`src/rtl/spi_slave_pkg.sv`:
```
// Shared definitions for the SPI slave.
// Holds the FSM state encodings and the default frame length.
// The encodings and the frame length match the ones used by the SPI master.
package spi_slave_pkg;

  typedef enum logic [1:0] {
    SPI_IDLE  = 2'd0,
    SPI_SHIFT = 2'd1,
    SPI_DONE  = 2'd2
  } spi_state_t;

  localparam int SPI_DEFAULT_BITS = 16;

endpackage

```
`src/rtl/spi_slave_sync_edge.sv`:
```
// Synchronizer plus edge detector for one asynchronous SPI input.
// The synchronizer is a chain of sync_stages flops.
// rise and fall are single-cycle pulses derived from the synchronized copy.
// Every flop clears to 0. After reset, a line that is already high therefore
// shows a rise, which is harmless. A line that is already low shows no false fall.
module spi_sync_edge #(
  parameter int sync_stages = 2
) (
  input  logic CLOCK_50,
  input  logic rst,
  input  logic async_in,
  output logic sync_out,
  output logic rise,
  output logic fall
);

  logic [sync_stages-1:0] sync_q;
  logic                   prev_q;

  // Shift the raw input through the synchronizer and keep one cycle of history for edge detection
  always_ff @(posedge CLOCK_50) begin
    if (rst) begin
      sync_q <= '0;
      prev_q <= 1'b0;
    end else begin
      sync_q <= {sync_q[sync_stages-2:0], async_in};
      prev_q <= sync_q[sync_stages-1];
    end
  end

  assign sync_out = sync_q[sync_stages-1];
  assign rise     = sync_out & ~prev_q;
  assign fall     = ~sync_out & prev_q;

endmodule

```
`src/rtl/spi_slave.sv`:
```
// SPI responder: mode 0, MSB first, one frame of bits_transfer bits per ss_n assertion.
// The SPI inputs are oversampled on CLOCK_50.
// The module offers a parallel TX load handshake and a one-cycle RX valid strobe.
// Optional feature: define SPI_SLAVE_FRAME_ERR_EN to get a one-cycle frame_err pulse on aborted frames.
module spi_slave
  import spi_slave_pkg::*;
#(
  parameter int bits_transfer = SPI_DEFAULT_BITS,
  parameter int counter_width = $clog2(bits_transfer) + 1,
  parameter int sync_stages   = 2
) (
  input  logic                     CLOCK_50,
  input  logic                     rst,
  input  logic                     spi_sclk,
  input  logic                     spi_ss_n,
  input  logic                     spi_mosi,
  output logic                     spi_miso,
  input  logic [bits_transfer-1:0] tx_data,
  input  logic                     tx_load,
  output logic                     tx_ready,
  output logic [bits_transfer-1:0] rx_data,
  output logic                     rx_valid,
  output logic                     busy,
  output logic                     frame_err
);

  localparam logic [counter_width-1:0] FULL_COUNT = counter_width'(bits_transfer);

  spi_state_t               state;
  spi_state_t               next_state;
  logic [counter_width-1:0] bit_count;
  logic [bits_transfer-1:0] rx_shift;
  logic [bits_transfer-1:0] tx_shift;
  logic [bits_transfer-1:0] tx_buf;
  logic [bits_transfer-1:0] tx_word_next;
  logic                     load_accept;

  logic sclk_sync, sclk_rise, sclk_fall;
  logic ss_sync, ss_rise, ss_fall;
  logic mosi_sync, mosi_rise, mosi_fall;
  logic unused_sync_bits;

  spi_sync_edge #(.sync_stages(sync_stages)) u_sclk_sync (
    .CLOCK_50 (CLOCK_50),
    .rst      (rst),
    .async_in (spi_sclk),
    .sync_out (sclk_sync),
    .rise     (sclk_rise),
    .fall     (sclk_fall)
  );

  spi_sync_edge #(.sync_stages(sync_stages)) u_ss_sync (
    .CLOCK_50 (CLOCK_50),
    .rst      (rst),
    .async_in (spi_ss_n),
    .sync_out (ss_sync),
    .rise     (ss_rise),
    .fall     (ss_fall)
  );

  spi_sync_edge #(.sync_stages(sync_stages)) u_mosi_sync (
    .CLOCK_50 (CLOCK_50),
    .rst      (rst),
    .async_in (spi_mosi),
    .sync_out (mosi_sync),
    .rise     (mosi_rise),
    .fall     (mosi_fall)
  );

  assign unused_sync_bits = sclk_sync ^ ss_sync ^ mosi_rise ^ mosi_fall;

  // Loads are only taken between frames.
  // A load that coincides with frame start is forwarded straight into the shifter.
  assign tx_ready     = (state == SPI_IDLE);
  assign load_accept  = tx_load & tx_ready;
  assign tx_word_next = load_accept ? tx_data : tx_buf;

  // State register
  always_ff @(posedge CLOCK_50) begin
    if (rst) state <= SPI_IDLE;
    else     state <= next_state;
  end

  // Next-state logic: frame start on ss_n fall, completion on full bit count, abort on early ss_n rise
  always_comb begin
    next_state = state;
    case (state)
      SPI_IDLE:  if (ss_fall) next_state = SPI_SHIFT;
      SPI_SHIFT: begin
        if (ss_rise && (bit_count < FULL_COUNT)) next_state = SPI_IDLE;
        else if (bit_count == FULL_COUNT)        next_state = SPI_DONE;
      end
      SPI_DONE:  next_state = SPI_IDLE;
      default:   next_state = SPI_IDLE;
    endcase
  end

  // Datapath: TX buffer, shift registers, bit counter, MISO driver and the RX word/strobe
  always_ff @(posedge CLOCK_50) begin
    if (rst) begin
      tx_buf    <= '0;
      tx_shift  <= '0;
      rx_shift  <= '0;
      bit_count <= '0;
      spi_miso  <= 1'b0;
      rx_data   <= '0;
      rx_valid  <= 1'b0;
      busy      <= 1'b0;
    end else begin
      rx_valid <= 1'b0;
      if (load_accept) tx_buf <= tx_data;
      case (state)
        SPI_IDLE: begin
          if (ss_fall) begin
            tx_shift  <= tx_word_next;
            spi_miso  <= tx_word_next[bits_transfer-1];
            bit_count <= '0;
            rx_shift  <= '0;
            busy      <= 1'b1;
          end
        end
        SPI_SHIFT: begin
          if (next_state == SPI_IDLE) begin
            busy <= 1'b0;
          end else if (next_state == SPI_DONE) begin
            rx_data  <= rx_shift;
            rx_valid <= 1'b1;
            busy     <= 1'b0;
          end else begin
            if (sclk_rise && (bit_count < FULL_COUNT)) begin
              rx_shift  <= {rx_shift[bits_transfer-2:0], mosi_sync};
              bit_count <= bit_count + counter_width'(1);
            end
            if (sclk_fall && (bit_count < FULL_COUNT)) begin
              tx_shift <= {tx_shift[bits_transfer-2:0], 1'b0};
              spi_miso <= tx_shift[bits_transfer-2];
            end
          end
        end
        default: ;
      endcase
    end
  end

`ifdef SPI_SLAVE_FRAME_ERR_EN
  logic frame_err_q;

  // Flag an abort that happens after at least one bit was received; the pulse lines up with busy falling
  always_ff @(posedge CLOCK_50) begin
    if (rst) frame_err_q <= 1'b0;
    else     frame_err_q <= (state == SPI_SHIFT) && (next_state == SPI_IDLE) && (bit_count != '0);
  end

  assign frame_err = frame_err_q;
`else
  assign frame_err = 1'b0;
`endif

endmodule

```
`config.mk`:
```
export PLATFORM = sky130hd
export DESIGN_NAME = spi_slave
export DESIGN_NICKNAME = d
export VERILOG_FILES = /design/src/rtl/spi_slave_pkg.sv /design/src/rtl/spi_slave_sync_edge.sv /design/src/rtl/spi_slave.sv
export SDC_FILE = /design/constraint.sdc
export NUM_CORES = 1
export LEC_CHECK = 0
export ABC_AREA = 1
export ABC_CLOCK_PERIOD_IN_PS = 1500
export CAP_MARGIN = 20
export CORE_AREA = 10 10 102 95
export DETAILED_ROUTE_END_ITERATION = 16
export DIE_AREA = 0 0 112 105
export PLACE_DENSITY_LB_ADDON = 0.15
export SKIP_LAST_GASP = 1
export SLEW_MARGIN = 0
export SYNTH_ARGS = -nofsm -noshare
export SYNTH_HDL_FRONTEND = slang
export SYNTH_HIERARCHICAL = 1
export SYNTH_SLANG_ARGS = --single-unit
```
`constraint.sdc`:
```
create_clock -name CLOCK_50 -period 1.5 [get_ports CLOCK_50]
set_clock_uncertainty 0.1 [all_clocks]
set_input_delay 0.3 -clock CLOCK_50 [delete_from_list [all_inputs] [get_ports CLOCK_50]]
set_output_delay 0.3 -clock CLOCK_50 [all_outputs]
set_load 0.01 [all_outputs]
```
== After elaboration in Yosys (flattened, before gate mapping) ==
Index checks and enable logic that the tools add are counted.

* Memory bits (writable): 0
* Bits in latches: 0
* Memories kept: 0
* Logic and storage cells: 77
* Register bits: 81
* ROM bits: 0
* Input bits: 22
* Output and inout bits: 21

* Shift operators: 0
* Div/mod/pow operators: 0
* Bitwise gates (word level): 11
* Muxes and demuxes: 30
* Order comparisons: 1
* Reductions and logical operators: 11
* $mul: 0
* Equality and inequality tests: 9
* Add/subtract/negate cells: 1

{| class="wikitable"
|+ Operators with widths
! kind !! number
|-
| 16-bit 2-to-1 mux || 5
|-
| 15-bit 2-to-1 mux || 4
|-
| 16-bit case mux with 2 select lines || 1
|-
| 15-bit case mux with 2 select lines || 1
|-
| 5-bit 2-to-1 mux || 4
|-
| 5-bit case mux with 2 select lines || 1
|-
| 5-bit AND reduction || 2
|-
| 1-bit 2-to-1 mux || 8
|-
| 2-bit != test (second input constant) || 4
|-
| 2-bit 2-to-1 mux || 3
|-
| 1-bit inverter || 6
|-
| 3-bit AND reduction || 2
|-
| 5-bit by 1-bit adder with 5-bit output (second input constant) || 1
|-
| 1-bit AND || 5
|-
| 5-bit == test (second input constant) || 1
|-
| 5-bit less-than comparator (second input constant) || 1
|-
| 2-bit zero test || 2
|-
| 1-bit case mux with 2 select lines || 2
|-
| 2-bit case mux with 2 select lines || 1
|-
| 1-bit logical AND || 3
|-
| 3-bit != test (second input constant) || 1
|-
| 3-bit OR reduction || 1
|-
| 2-bit by 1-bit == test with 1-bit output (second input constant) || 1
|-
| 2-bit == test (second input constant) || 1
|-
| 2 further kinds || 2
|}

== Longest topological paths before layout ==
* Word-level depth: 9
* Depth in mapped cells: 11
* Depth with buffers taken out: 10

== Hierarchy ==
The synthesis kept the hierarchy.

{| class="wikitable"
|+ By module, submodules not included
! module !! seq. area each (sq um) !! times used !! area each (sq um) !! cells each
|-
| spi_slave || 1461.4 || 1 || 3372.0 || 507
|-
| spi_sync_edge || 60.1 || 3 || 93.8 || 12
|}

== Least setup slack after synthesis ==
No wires, ideal clock.

* Path kind: flip-flop to flip-flop
* From: reg u_ss_sync.sync_q[1]
* To: reg rx_shift[0]
* Buffers on the path: 1
* Data required time: 1281 ps
* Cell stages (with the launch flop): 11
* Period minus slack after synthesis: 1434 ps
* Library setup time: 119 ps
* Arrival time: 1216 ps
* Path slack: 66 ps
* Cell sequence: dfxtp_1 -> inv_1 -> nor2_1 -> inv_1 -> nor2_1 -> nand2_2 -> nand3_1 -> buf_2 -> nand2_1 -> nand2_1 -> nor2_1

* Word-level cells in the longest chain between the ends: 7
* Elaborated cells on any way between the ends: 13
* Classes of those cells: 4 x eq/ne; 3 x mux; 3 x bitwise; 3 x reduce/logical

{| class="wikitable"
|+ Ends and longest elaborated chain
! item !! line !! text
|-
| start: declaration || spi_slave_sync_edge.sv:17 || <nowiki>logic [sync_stages-1:0] sync_q;</nowiki>
|-
| start signal: assignment || spi_slave_sync_edge.sv:26 || <nowiki>sync_q <= {sync_q[sync_stages-2:0], async_in};</nowiki>
|-
| 1-bit AND (*) || spi_slave_sync_edge.sv:32 || <nowiki>assign rise = sync_out & ~prev_q;</nowiki>
|-
| net ss_rise || spi_slave.sv:39 || <nowiki>logic ss_sync, ss_rise, ss_fall;</nowiki>
|-
| 1-bit logical AND (*) || spi_slave.sv:90 || <nowiki>if (ss_rise && (bit_count < FULL_COUNT)) next_state = SPI_IDLE;</nowiki>
|-
| 2-bit 2-to-1 mux (*) || spi_slave.sv:90 ||
|-
| 2-bit case mux with 2 select lines (*) || spi_slave.sv:87 || <nowiki>case (state)</nowiki>
|-
| 2-bit == test / 2-bit zero test (equally long branches) || spi_slave.sv:125, spi_slave.sv:123 ||
|-
| 2-bit != test (no source line) || - ||
|-
| 5-bit AND reduction (no source line) (*) || - ||
|-
| end signal: assignment || spi_slave.sv:131 || <nowiki>rx_shift <= {rx_shift[bits_transfer-2:0], mosi_sync};</nowiki>
|-
| end: declaration || spi_slave.sv:32 || <nowiki>logic [bits_transfer-1:0] rx_shift;</nowiki>
|}

Mark *: on every way through the listed nets, which the timed path passes. The rest lies on a longest branch.
A chain may end at the register's enable or synchronous reset.

== Worst setup path in the final report ==
* From: reg u_ss_sync.sync_q[1]
* To: reg bit_count[1]

* Word-level cells in the longest chain between the ends: 7
* Elaborated cells on any way between the ends: 13
* Classes of those cells: 4 x eq/ne; 3 x mux; 3 x bitwise; 3 x reduce/logical

{| class="wikitable"
|+ Ends and longest elaborated chain
! item !! line !! text
|-
| 1-bit AND (*) || spi_slave_sync_edge.sv:32 ||
|-
| net ss_rise || spi_slave.sv:39 ||
|-
| 1-bit logical AND (*) || spi_slave.sv:90 ||
|-
| 2-bit 2-to-1 mux (*) || spi_slave.sv:90 ||
|-
| 2-bit case mux with 2 select lines (*) || spi_slave.sv:87 ||
|-
| 2-bit == test / 2-bit zero test (equally long branches) || spi_slave.sv:125, spi_slave.sv:123 ||
|-
| 2-bit != test (no source line) || - ||
|-
| 5-bit AND reduction (no source line) (*) || - ||
|-
| end signal: assignment || spi_slave.sv:132 || <nowiki>bit_count <= bit_count + counter_width'(1);</nowiki>
|-
| end: declaration || spi_slave.sv:31 || <nowiki>logic [counter_width-1:0] bit_count;</nowiki>
|}

Marked as above.

==> metrics.sh <==
DIEAREA_MM2=0.0118
IRDROPWORSTVDD_mV=0.648
DRT-INITIAL-DRC-COUNT=127
TOTALPOWERFINAL_mW=4.59
HOLD_PATH.CLASS='reg2reg'
DRC_ERRORS=0
ROW_COUNT=30
DRT_PASS1_ITERATIONS=4
FF2FF_SETUP_SLACK_NS=-0.08
SYNTH_CELL_AREA_MM2=0.00361
REQUIRED_TIME_WORST_ENDPOINT_NS=1.64
ARRIVAL_NS=1.72
CRITICAL_PATH.STARTPOINT_TYPE='flop'
IOPINCOUNT=43
SETUP.WORST_PATH.END_CLASS='flop'
NUM-NETS-FINAL=643
FMAX_MHz=634
PORT-BUFFER-COUNT=41
WORSTSKEWPAIRLATENCY_NS=0.35
PART_OF_THE_CYCLE_THE_WORST_PATH_NEEDS_PCT=105
LAYOUT.CELLS.NON_FILLER=720
GRT_PASS1_WL_UM=14000
GRT-OVFL-TOTAL=0
STATIC_LEAKAGE_nW=2.48
VIAS=3348
POST_ROUTE_CELLS_DRIVE_ABOVE_1_SHARE_PCT=23.4
FINAL_ANTENNA_NET_COUNT=0
SYNTHESIS.AREA_PER_INSTANCE_UM2=6.73
WORST-SETUP-PATH-TYPE='reg2reg'
FIRST_GLOBAL_VIAS=3130
HOLD_START='u_ss_sync/sync_q[0]'
WL_PER_CELL_UM=12.9
STATUS='complete, but fails checks'
FINAL.FILL_COUNT=626
GRT_ANTENNA_BEFORE_REPAIR=0
TIMING.FINAL.WS_SETUP_NS=-0.0768
GR-USAGE-ALL-LAYERS_PCT=14.0
PLACE_CONGESTION=0.784
CLK_ROOT_BUFFER_CELL='sky130_fd_sc_hd__clkbuf_8'
MAPPEDNETLISTNETS=561
CORE_AREA_MM2=0.00747
HOLD_VIOL_FINAL=0
HTREEDEPTH=3
CHIPHEIGHT_UM=105
WORSTHOLDENDPOINT='u_ss_sync/sync_q[1]'
TIMING.FINAL.MAX_SLEW_VIOLATIONS=0
NUMCTSBUFFERS=9
START_UTIL_PCT=48.4
HPWL_UM=5380
CTS_MAX_PATH_BUFFERS=2
CLOCK_SINKS=81
REGTOREGENDPOINT='bit_count[1]'
CLK_PIN_SLEW_WORST_PATHS_NS=0.08
TIMING.HOLD.WORST_PATH_DEPTH=2
POST_DRT_VIA_CELL_RATIO=4.65
P_PER_CELL_AREA_mW_PER_MM2=903
WORST-R2R-CELL-COUNT=11
AREA_GROWTH_PCT=40.5
RSZ_0062_RAISED_AFTER_GLOBAL_ROUTING='true'
SYNTHCELLS=537
R2R-START='u_ss_sync/sync_q[1]'
WIRELENGTH_UM=9310
PIN_COUNT_OF_THE_BIGGEST_NET_ENTERING_GLOBAL_ROUTING=31
DIODES=0
CAP_VIOLATIONS=0
FAILED_CHECKS='negative setup slack'
CTS_TREE='done'
CTS-HOLD-FIX-BUFFERS=0
LAYOUT_MIN_CYCLE_TIME_NS=1.58
FINALSETUPVIOLCOUNT=25
PLACE_INST=680
FLOORPLAN.DIE.WIDTH_UM=112
CP_MAX_FO=5
SYNTH_WARNINGS=6
worst max path at each step:
stage / start / endpoint / slack, ns / cells after the start
final: u_ss_sync/sync_q[1] / bit_count[1] / -0.08 / 11
after global routing: u_ss_sync/sync_q[1] / bit_count[1] / -0.16 / 11
after floorplan: u_ss_sync/sync_q[1] / rx_shift[0] / 0.07 / 10
after global placement: tx_load / tx_shift[4] / -0.10 / 7
after CTS: state[0] / tx_ready / -0.10 / 2
after detailed placement: tx_load / tx_shift[9] / -0.13 / 8
repair_timing:
| action | 4_1_cts | 5_1_grt |
|---|---|---|
| pin swaps | 2 | 30 |
| setup endpoints to repair | 36 | 55 |
| gates cloned | 2 | 8 |
| setup buffers | 2 | 13 |
| resized for setup | 41 | 85 |
layer usage:
metal	vias to the layer above	wire length, µm	global-route usage, %
li1	1763	-	-
met1	1485	4200	16.4
met2	81	4290	23.4
met3	19	642	4.86
met4	0	181	4.80
met5	-	0	0
sequential cells by signal, indices dropped and copies added, names as in the netlist, 2 cells and up:
| name | count |
|---|---|
| rx_data | 16 |
| rx_shift | 16 |
| tx_buf | 16 |
| tx_shift | 15 |
| bit_count | 5 |
| state | 2 |
| u_mosi_sync/sync_q | 2 |
| u_sclk_sync/sync_q | 2 |
| u_ss_sync/sync_q | 2 |
layout make-up:
type | instances | area [µm²] | share of cell area, %
Clock inverter | 4 | 52.6 | 1.03
Clock buffer | 12 | 145 | 2.86
Inverter | 78 | 305 | 6.01
Timing Repair Buffer | 92 | 987 | 19.4
Timing Repair inverter | 1 | 30.0 | 0.591
Tap cell | 96 | 120 | 2.37
Multi-Input combinational cell | 356 | 1810 | 35.6
Sequential cell | 81 | 1630 | 32.1
metrics by stage:
stage	hold slack, ns	utilization [%]	worst slack (ns)	area [µm²]	setup TNS, ns
detailed placement	0.303	57.6	-0.131	4310	-2.75
global route	0.341	68.0	-0.163	5080	-4.32
CTS	0.312	60.9	-0.105	4550	-0.132
finish	0.313	68.0	-0.0768	5080	-0.573
floorplan	0.269	-	0.0657	3610	0
global placement	0.297	57.6	-0.102	4310	-2.10
report_power, final:
part           internal (mW)  total, mW  switching (mW)
Clock                  0.816       1.59           0.776
Combinational          0.325      0.697           0.372
Sequential              2.25       2.30          0.0457
Total                   3.39       4.59            1.19
critical path: stages, from the launching register on:
cell                      delay [ns]
sky130_fd_sc_hd__dfxtp_2        0.34
sky130_fd_sc_hd__inv_2          0.06
sky130_fd_sc_hd__nor2_2         0.04
sky130_fd_sc_hd__inv_2          0.06
sky130_fd_sc_hd__nor2_4         0.05
sky130_fd_sc_hd__nand2_4        0.12
sky130_fd_sc_hd__nand2_4        0.07
sky130_fd_sc_hd__nor2_4         0.24
sky130_fd_sc_hd__buf_12         0.16
sky130_fd_sc_hd__nand2_2        0.06
sky130_fd_sc_hd__nand2_1        0.10
sky130_fd_sc_hd__nor2_1         0.06
cells in the final DEF, fill, tap and decap left out, types with 8 or more instances in the layout:
cell type / n
sky130_fd_sc_hd__nand2_2: 18
sky130_fd_sc_hd__nor2_1: 98
sky130_fd_sc_hd__inv_1: 71
sky130_fd_sc_hd__nand3b_1: 10
sky130_fd_sc_hd__buf_12: 9
sky130_fd_sc_hd__clkdlybuf4s50_1: 21
sky130_fd_sc_hd__nand2_1: 138
sky130_fd_sc_hd__buf_4: 31
sky130_fd_sc_hd__dlygate4sd2_1: 19
sky130_fd_sc_hd__nor2_2: 13
sky130_fd_sc_hd__clkbuf_8: 10
sky130_fd_sc_hd__nor2_4: 10
sky130_fd_sc_hd__dfxtp_1: 75
sky130_fd_sc_hd__nand3_1: 23
sky130_fd_sc_hd__nand2_4: 8
No activity file was read; power rests on OpenSTA's default activity.
